$ cat src/rtl/uart_tx_frame_pkg.sv
// Shared serial-frame definitions: state encodings for both link directions,
// frame constants and the parity helper used when a byte is latched.
package uart_tx_frame_pkg;

  localparam int   DATA_BITS = 8;
  localparam logic LINE_IDLE = 1'b1;

  typedef enum logic [2:0] {
    RX_IDLE,
    RX_START,
    RX_DATA,
    RX_PARITY,
    RX_STOP
  } rx_state_e;

  typedef enum logic [2:0] {
    TX_IDLE,
    TX_START,
    TX_DATA,
    TX_PARITY,
    TX_STOP
  } tx_state_e;

  function automatic logic frame_parity(input logic [DATA_BITS-1:0] d,
                                        input logic odd);
    return (^d) ^ odd;
  endfunction

endpackage

$ cat src/rtl/uart_tx_frame_baud_tick.sv
// Bit-time counter: counts 0..CLKS_PER_BIT-1 while enabled and flags the last
// cycle of each bit, plus a look-ahead of that flag for registered outputs.
module tx_baud_tick #(
  parameter int CLKS_PER_BIT = 2
) (
  input  logic clk,
  input  logic rst,
  input  logic en,
  input  logic clr,
  output logic bit_end,
  output logic bit_end_nxt
);

  localparam int CW = (CLKS_PER_BIT > 1) ? $clog2(CLKS_PER_BIT) : 1;
  localparam logic [CW-1:0] LAST = CW'(CLKS_PER_BIT - 1);

  logic [CW-1:0] cnt_q, cnt_d;

  always_comb begin
    bit_end = en && (cnt_q == LAST);
    cnt_d   = cnt_q + CW'(1);
    if (clr || !en || bit_end) cnt_d = '0;
    bit_end_nxt = (cnt_d == LAST);
  end

  always_ff @(posedge clk or posedge rst) begin
    if (rst) cnt_q <= '0;
    else     cnt_q <= cnt_d;
  end

endmodule

$ cat src/rtl/uart_tx_frame.sv
// Serial frame transmitter: start bit, 8 data bits MSB-first, optional parity,
// then 1 or 2 stop bits, fed by a valid/ready byte handshake.
module uart_tx_frame
  import uart_tx_frame_pkg::*;
#(
  parameter int CLKS_PER_BIT = 2,
  parameter int STOP_BITS    = 2,
  parameter int PARITY_EN    = 1,
  parameter int PARITY_ODD   = 0
) (
  input  logic       clk,
  input  logic       rst,
  input  logic [7:0] in_data,
  input  logic       in_valid,
  output logic       in_ready,
  output logic       tx,
  output logic       busy,
  output logic       done
);

  localparam logic [2:0] LAST_DATA = 3'(DATA_BITS - 1);
  localparam logic       LAST_STOP = 1'(STOP_BITS - 1);

  tx_state_e  state_q, state_d;
  logic [7:0] shift_q, shift_d;
  logic       par_q, par_d;
  logic [2:0] bit_cnt_q, bit_cnt_d;
  logic       stop_cnt_q, stop_cnt_d;
  logic       tx_q, tx_d;
  logic       in_ready_q, in_ready_d;
  logic       busy_q, busy_d;
  logic       done_q, done_d;
  logic       hs, bit_end, bit_end_nxt;

  assign hs = in_valid && in_ready_q;

  tx_baud_tick #(.CLKS_PER_BIT(CLKS_PER_BIT)) u_tick (
    .clk         (clk),
    .rst         (rst),
    .en          (busy_q),
    .clr         (hs),
    .bit_end     (bit_end),
    .bit_end_nxt (bit_end_nxt)
  );

  always_comb begin
    state_d    = state_q;
    shift_d    = shift_q;
    par_d      = par_q;
    bit_cnt_d  = bit_cnt_q;
    stop_cnt_d = stop_cnt_q;
    in_ready_d = in_ready_q;
    busy_d     = busy_q;
    case (state_q)
      TX_IDLE: if (hs) begin
        state_d    = TX_START;
        shift_d    = in_data;
        par_d      = frame_parity(in_data, PARITY_ODD != 0);
        in_ready_d = 1'b0;
        busy_d     = 1'b1;
        bit_cnt_d  = '0;
        stop_cnt_d = 1'b0;
      end
      TX_START: if (bit_end) begin
        state_d   = TX_DATA;
        bit_cnt_d = '0;
      end
      TX_DATA: if (bit_end) begin
        if (bit_cnt_q == LAST_DATA) begin
          state_d    = (PARITY_EN != 0) ? TX_PARITY : TX_STOP;
          stop_cnt_d = 1'b0;
        end else begin
          shift_d   = {shift_q[6:0], 1'b0};
          bit_cnt_d = bit_cnt_q + 3'd1;
        end
      end
      TX_PARITY: if (bit_end) begin
        state_d    = TX_STOP;
        stop_cnt_d = 1'b0;
      end
      TX_STOP: if (bit_end) begin
        if (stop_cnt_q == LAST_STOP) begin
          state_d    = TX_IDLE;
          in_ready_d = 1'b1;
          busy_d     = 1'b0;
        end else begin
          stop_cnt_d = stop_cnt_q + 1'b1;
        end
      end
      default: state_d = TX_IDLE;
    endcase

    // Outputs are computed from the next state so the flops line up with it.
    case (state_d)
      TX_START:  tx_d = 1'b0;
      TX_DATA:   tx_d = shift_d[7];
      TX_PARITY: tx_d = par_d;
      default:   tx_d = LINE_IDLE;
    endcase
    done_d = (state_d == TX_STOP) && (stop_cnt_d == LAST_STOP) && bit_end_nxt;
  end

  always_ff @(posedge clk or posedge rst) begin
    if (rst) begin
      state_q    <= TX_IDLE;
      shift_q    <= '0;
      par_q      <= 1'b0;
      bit_cnt_q  <= '0;
      stop_cnt_q <= 1'b0;
      tx_q       <= LINE_IDLE;
      in_ready_q <= 1'b1;
      busy_q     <= 1'b0;
      done_q     <= 1'b0;
    end else begin
      state_q    <= state_d;
      shift_q    <= shift_d;
      par_q      <= par_d;
      bit_cnt_q  <= bit_cnt_d;
      stop_cnt_q <= stop_cnt_d;
      tx_q       <= tx_d;
      in_ready_q <= in_ready_d;
      busy_q     <= busy_d;
      done_q     <= done_d;
    end
  end

  assign tx       = tx_q;
  assign in_ready = in_ready_q;
  assign busy     = busy_q;
  assign done     = done_q;

endmodule

$ cat config.mk
export PLATFORM = sky130hd
export DESIGN_NAME = uart_tx_frame
export DESIGN_NICKNAME = d
export VERILOG_FILES = /design/src/rtl/uart_tx_frame_pkg.sv /design/src/rtl/uart_tx_frame_baud_tick.sv /design/src/rtl/uart_tx_frame.sv
export SDC_FILE = /design/constraint.sdc
export NUM_CORES = 1
export LEC_CHECK = 0
export CORE_ASPECT_RATIO = 0.75
export CORE_MARGIN = 5
export CORE_UTILIZATION = 50
export CTS_CLUSTER_DIAMETER = 200
export CTS_CLUSTER_SIZE = 10
export DETAILED_ROUTE_END_ITERATION = 8
export GPL_ROUTABILITY_DRIVEN = 0
export PLACE_DENSITY = 0.81
export SLEW_MARGIN = 20
export SYNTH_ARGS = -nofsm -noshare
export SYNTH_HDL_FRONTEND = slang
export SYNTH_SLANG_ARGS = --single-unit
$ cat constraint.sdc
create_clock -name clk -period 4.8 [get_ports clk]
set_input_delay 0.48 -clock clk [delete_from_list [all_inputs] [get_ports clk]]
set_output_delay 0.48 -clock clk [all_outputs]
set_load 0.01 [all_outputs]
==> results_dict.tcl <==
set metrics [dict create \
    cp_max_fo 9 \
    max-vdd-ir-drop_mv 0.244 \
    first_global_vias 791 \
    finClkSkew_ns 0.0113 \
    synthFlopType "dfrtp_1" \
    rows 14 \
    die_x_microns 64.2 \
    worst_slew_pin_slew_ns 0.766 \
    cts_resized 0 \
    dr.pass1.iters 2 \
    fin_crit_ns 1.96 \
    syn_inst 105 \
    timing.setup.tns_ns 0 \
    fin_nets 131 \
    p_leak_uw 0.000559 \
    cts_root_buf "clkbuf_4" \
    globalRouteOverflowTotal 0 \
    hold_class "flip-flop to flip-flop" \
    post-route-util_pct 61.1 \
    avgViaCountPerCell 5.80 \
    status "finished, final reports clean" \
    clkSlewWorstSetupHoldPaths_ns 0.12 \
    clk_latency_ns 0.31 \
    fin_cells 141 \
    holdPathEnd "shift_q[3]" \
    antennaDiodeCount 0 \
    synth_fp_nets 118 \
    rr_startpoint "bit_cnt_q[0]" \
    die_h_microns 50.7 \
    synth_edf_count 0 \
    area_growth_pct 13.4 \
    routed_wl_microns 2010 \
    die_area_sq_mm 0.00326 \
    critPathLaunchType "flip-flop" \
    dp_hpwl_microns 1500 \
    synthesis.area_sq_mm 0.00110 \
    crit_slowest_cell "dfrtp_1" \
    slew_headroom_pct 48.9 \
    core_area_sq_mm 0.00205 \
    r2r_end "tx" \
    antenna_found_initial 0 \
    async_reset_ff_share_pct 100 \
    pre_cts_slack_ns 2.84 \
    hold_viol 0 \
    worst_ep_arrival_time_ns 2.20 \
    p_per_area_mw_per_mm2 230 \
    largest_register_ffs 8 \
    synth_warnings 0 \
    dr_total_vias 818 \
    maxCapViolations 0 \
    cts_setup_buffers 0 \
    cts_inserted_buffers 3 \
    cpPeakStageDelay_ns 0.41 \
    place_inst 137 \
    p_int_uw 222 \
    io_pins 15 \
    ant_nets 0 \
    clock_sinks 21 \
    gr-usage-all-layers_pct 14.2 \
    seqPwrFrac_pct 61.6 \
    combinationalPowerShare_pct 8.6 \
    portBuffers 14 \
    cp.required_ns 5.04 \
    hp-start "shift_q[3]" \
    regToRegSetupSlack_ns 2.84 \
    hold_ws_ns 0.489 \
    cts_tree "done" \
    cts.hold.buffers_added 0 \
    fin_ws_ns 2.84 \
    drc_errors 0 \
    ff2ff_path_depth 7 \
    synth_seq_cells 21 \
    critical_path_class "flip-flop to flip-flop" \
    grt_max_degree 22 \
    path_cells "ha_1 -> ha_1 -> and4bb_4 -> and2_1 -> a22oi_2 -> and3_1 -> mux2i_1" \
    initial_core_util_pct 53.8 \
    wl_per_cell_microns 14.3 \
    hold_path_depth 2 \
    syn_area_per_cell_sq_um 10.5 \
    drv_slew 0 \
    setup_viol 0 \
    worstSetupEndpointType "flip-flop" \
    biggestRegsByFlops "shift_q (8), bit_cnt_q (3), state_q (3)" \
    drt-initial-drc-count 21 \
    cts.path.max_buffers 2 \
    p_clk_share_pct 29.8 \
    seq_area_frac_synth_pct 47.8 \
    grt_setup_unrepaired "no" \
    synth_cell_type_count 36 \
    critPathMostFrequentCell "ha_1" \
    fmax_mhz 510 \
    htree_levels 1 \
    p_switching_uw 65.2 \
    switching_share_pct 22.7 \
    grt_pass1_wl_microns 3710 \
    regMostFlops "shift_q" \
    final_layout_size_suffix_gt1_share_pct 12.8 \
    fin_crit_sh_pct 40.8 \
]
[power by group through the flow]
stage,sequential [uW],clock (uW),combinational [uW]
after floorplan,180,0,13.2
after global placement,180,0,24.4
after detailed placement,180,0,25.0
after CTS,177,87.0,25.1
after global routing,177,94.8,26.7
final,177,85.7,24.7
[per-layer routing]
layer	share of wire, %	track usage (%)
met2	46	22.2
met4	0.85	2.71
met3	5.2	5.13
met1	48	19.1
met5	0	0
[how the worst max path moves through the flow]
stage,from,end,slack (ns)
after floorplan,bit_cnt_q[0],tx,3.09
after global placement,in_valid,tx,2.87
after detailed placement,in_valid,tx,2.84
after CTS,bit_cnt_q[0],tx,2.82
after global routing,bit_cnt_q[0],tx,2.70
final,bit_cnt_q[0],tx,2.84
[Yosys cell counts, drive strengths merged, types with 2 or more instances]
master | number | area [sq um]
a21oi | 4 | 20.0
nor3 | 2 | 21.3
nor3b | 2 | 26.3
ha | 2 | 25.0
a31oi | 4 | 25.0
o21ai | 3 | 15.0
xnor2 | 7 | 61.3
nand2 | 20 | 77.6
buf | 6 | 50.0
nor2 | 3 | 11.3
inv | 2 | 7.51
dfstp | 2 | 52.6
and3 | 2 | 12.5
and2 | 3 | 20.0
nand3 | 3 | 15.0
a22oi | 8 | 70.1
dfrtp | 19 | 475
a22o | 2 | 17.5
[worst max-delay path, delay by kind of cell (launching register included)]
family	cells	cell delay [ns]
AOI/OAI and AO/OA	1	0.09
adders and majority gates	2	0.41
DFF	1	0.41
muxes	1	0.12
and+or+nand+nor	3	0.84
[layout by cell type, fill, tap and decap left out, types with 4 or more instances in the layout]
cell / n
a21oi_1: 4
a22oi_1: 6
a31oi_1: 4
clkdlybuf4s50_1: 14
dfrtp_1: 19
nand2_1: 19
xnor2_1: 7
[area by class of cell]
cell class              count  area, sq um
repair buffers             14          140
clock inverters             1         5.00
inverters                   2         7.51
multi-input cells          76          518
flip-flops and latches     21          528
well taps                  24         30.0
clock buffers               3         22.5
fillers                   177          798
[logic make-up (layout without fill, tap and decap cells)]
family	after synthesis	count (layout)	share of synthesized area (%)
and+or+nand+nor	38	38	19.5
AOI/OAI and AO/OA	26	26	16.9
DFF	21	21	47.8
xor gates and xnor gates	8	8	6.35
buffers and inverters	8	20	5.21
adders and majority gates	2	2	2.27
muxes	2	2	1.93
[through the flow]
| stage | cell area (sq um) | total power [uW] |
|---|---|---|
| finish | 1250 | 287 |
| global placement | 1220 | 205 |
| floorplan | 1100 | 194 |
| CTS | 1250 | 289 |
| global route | 1250 | 299 |
| detailed placement | 1220 | 205 |
Note: power is estimated with default switching activity, not from simulation.
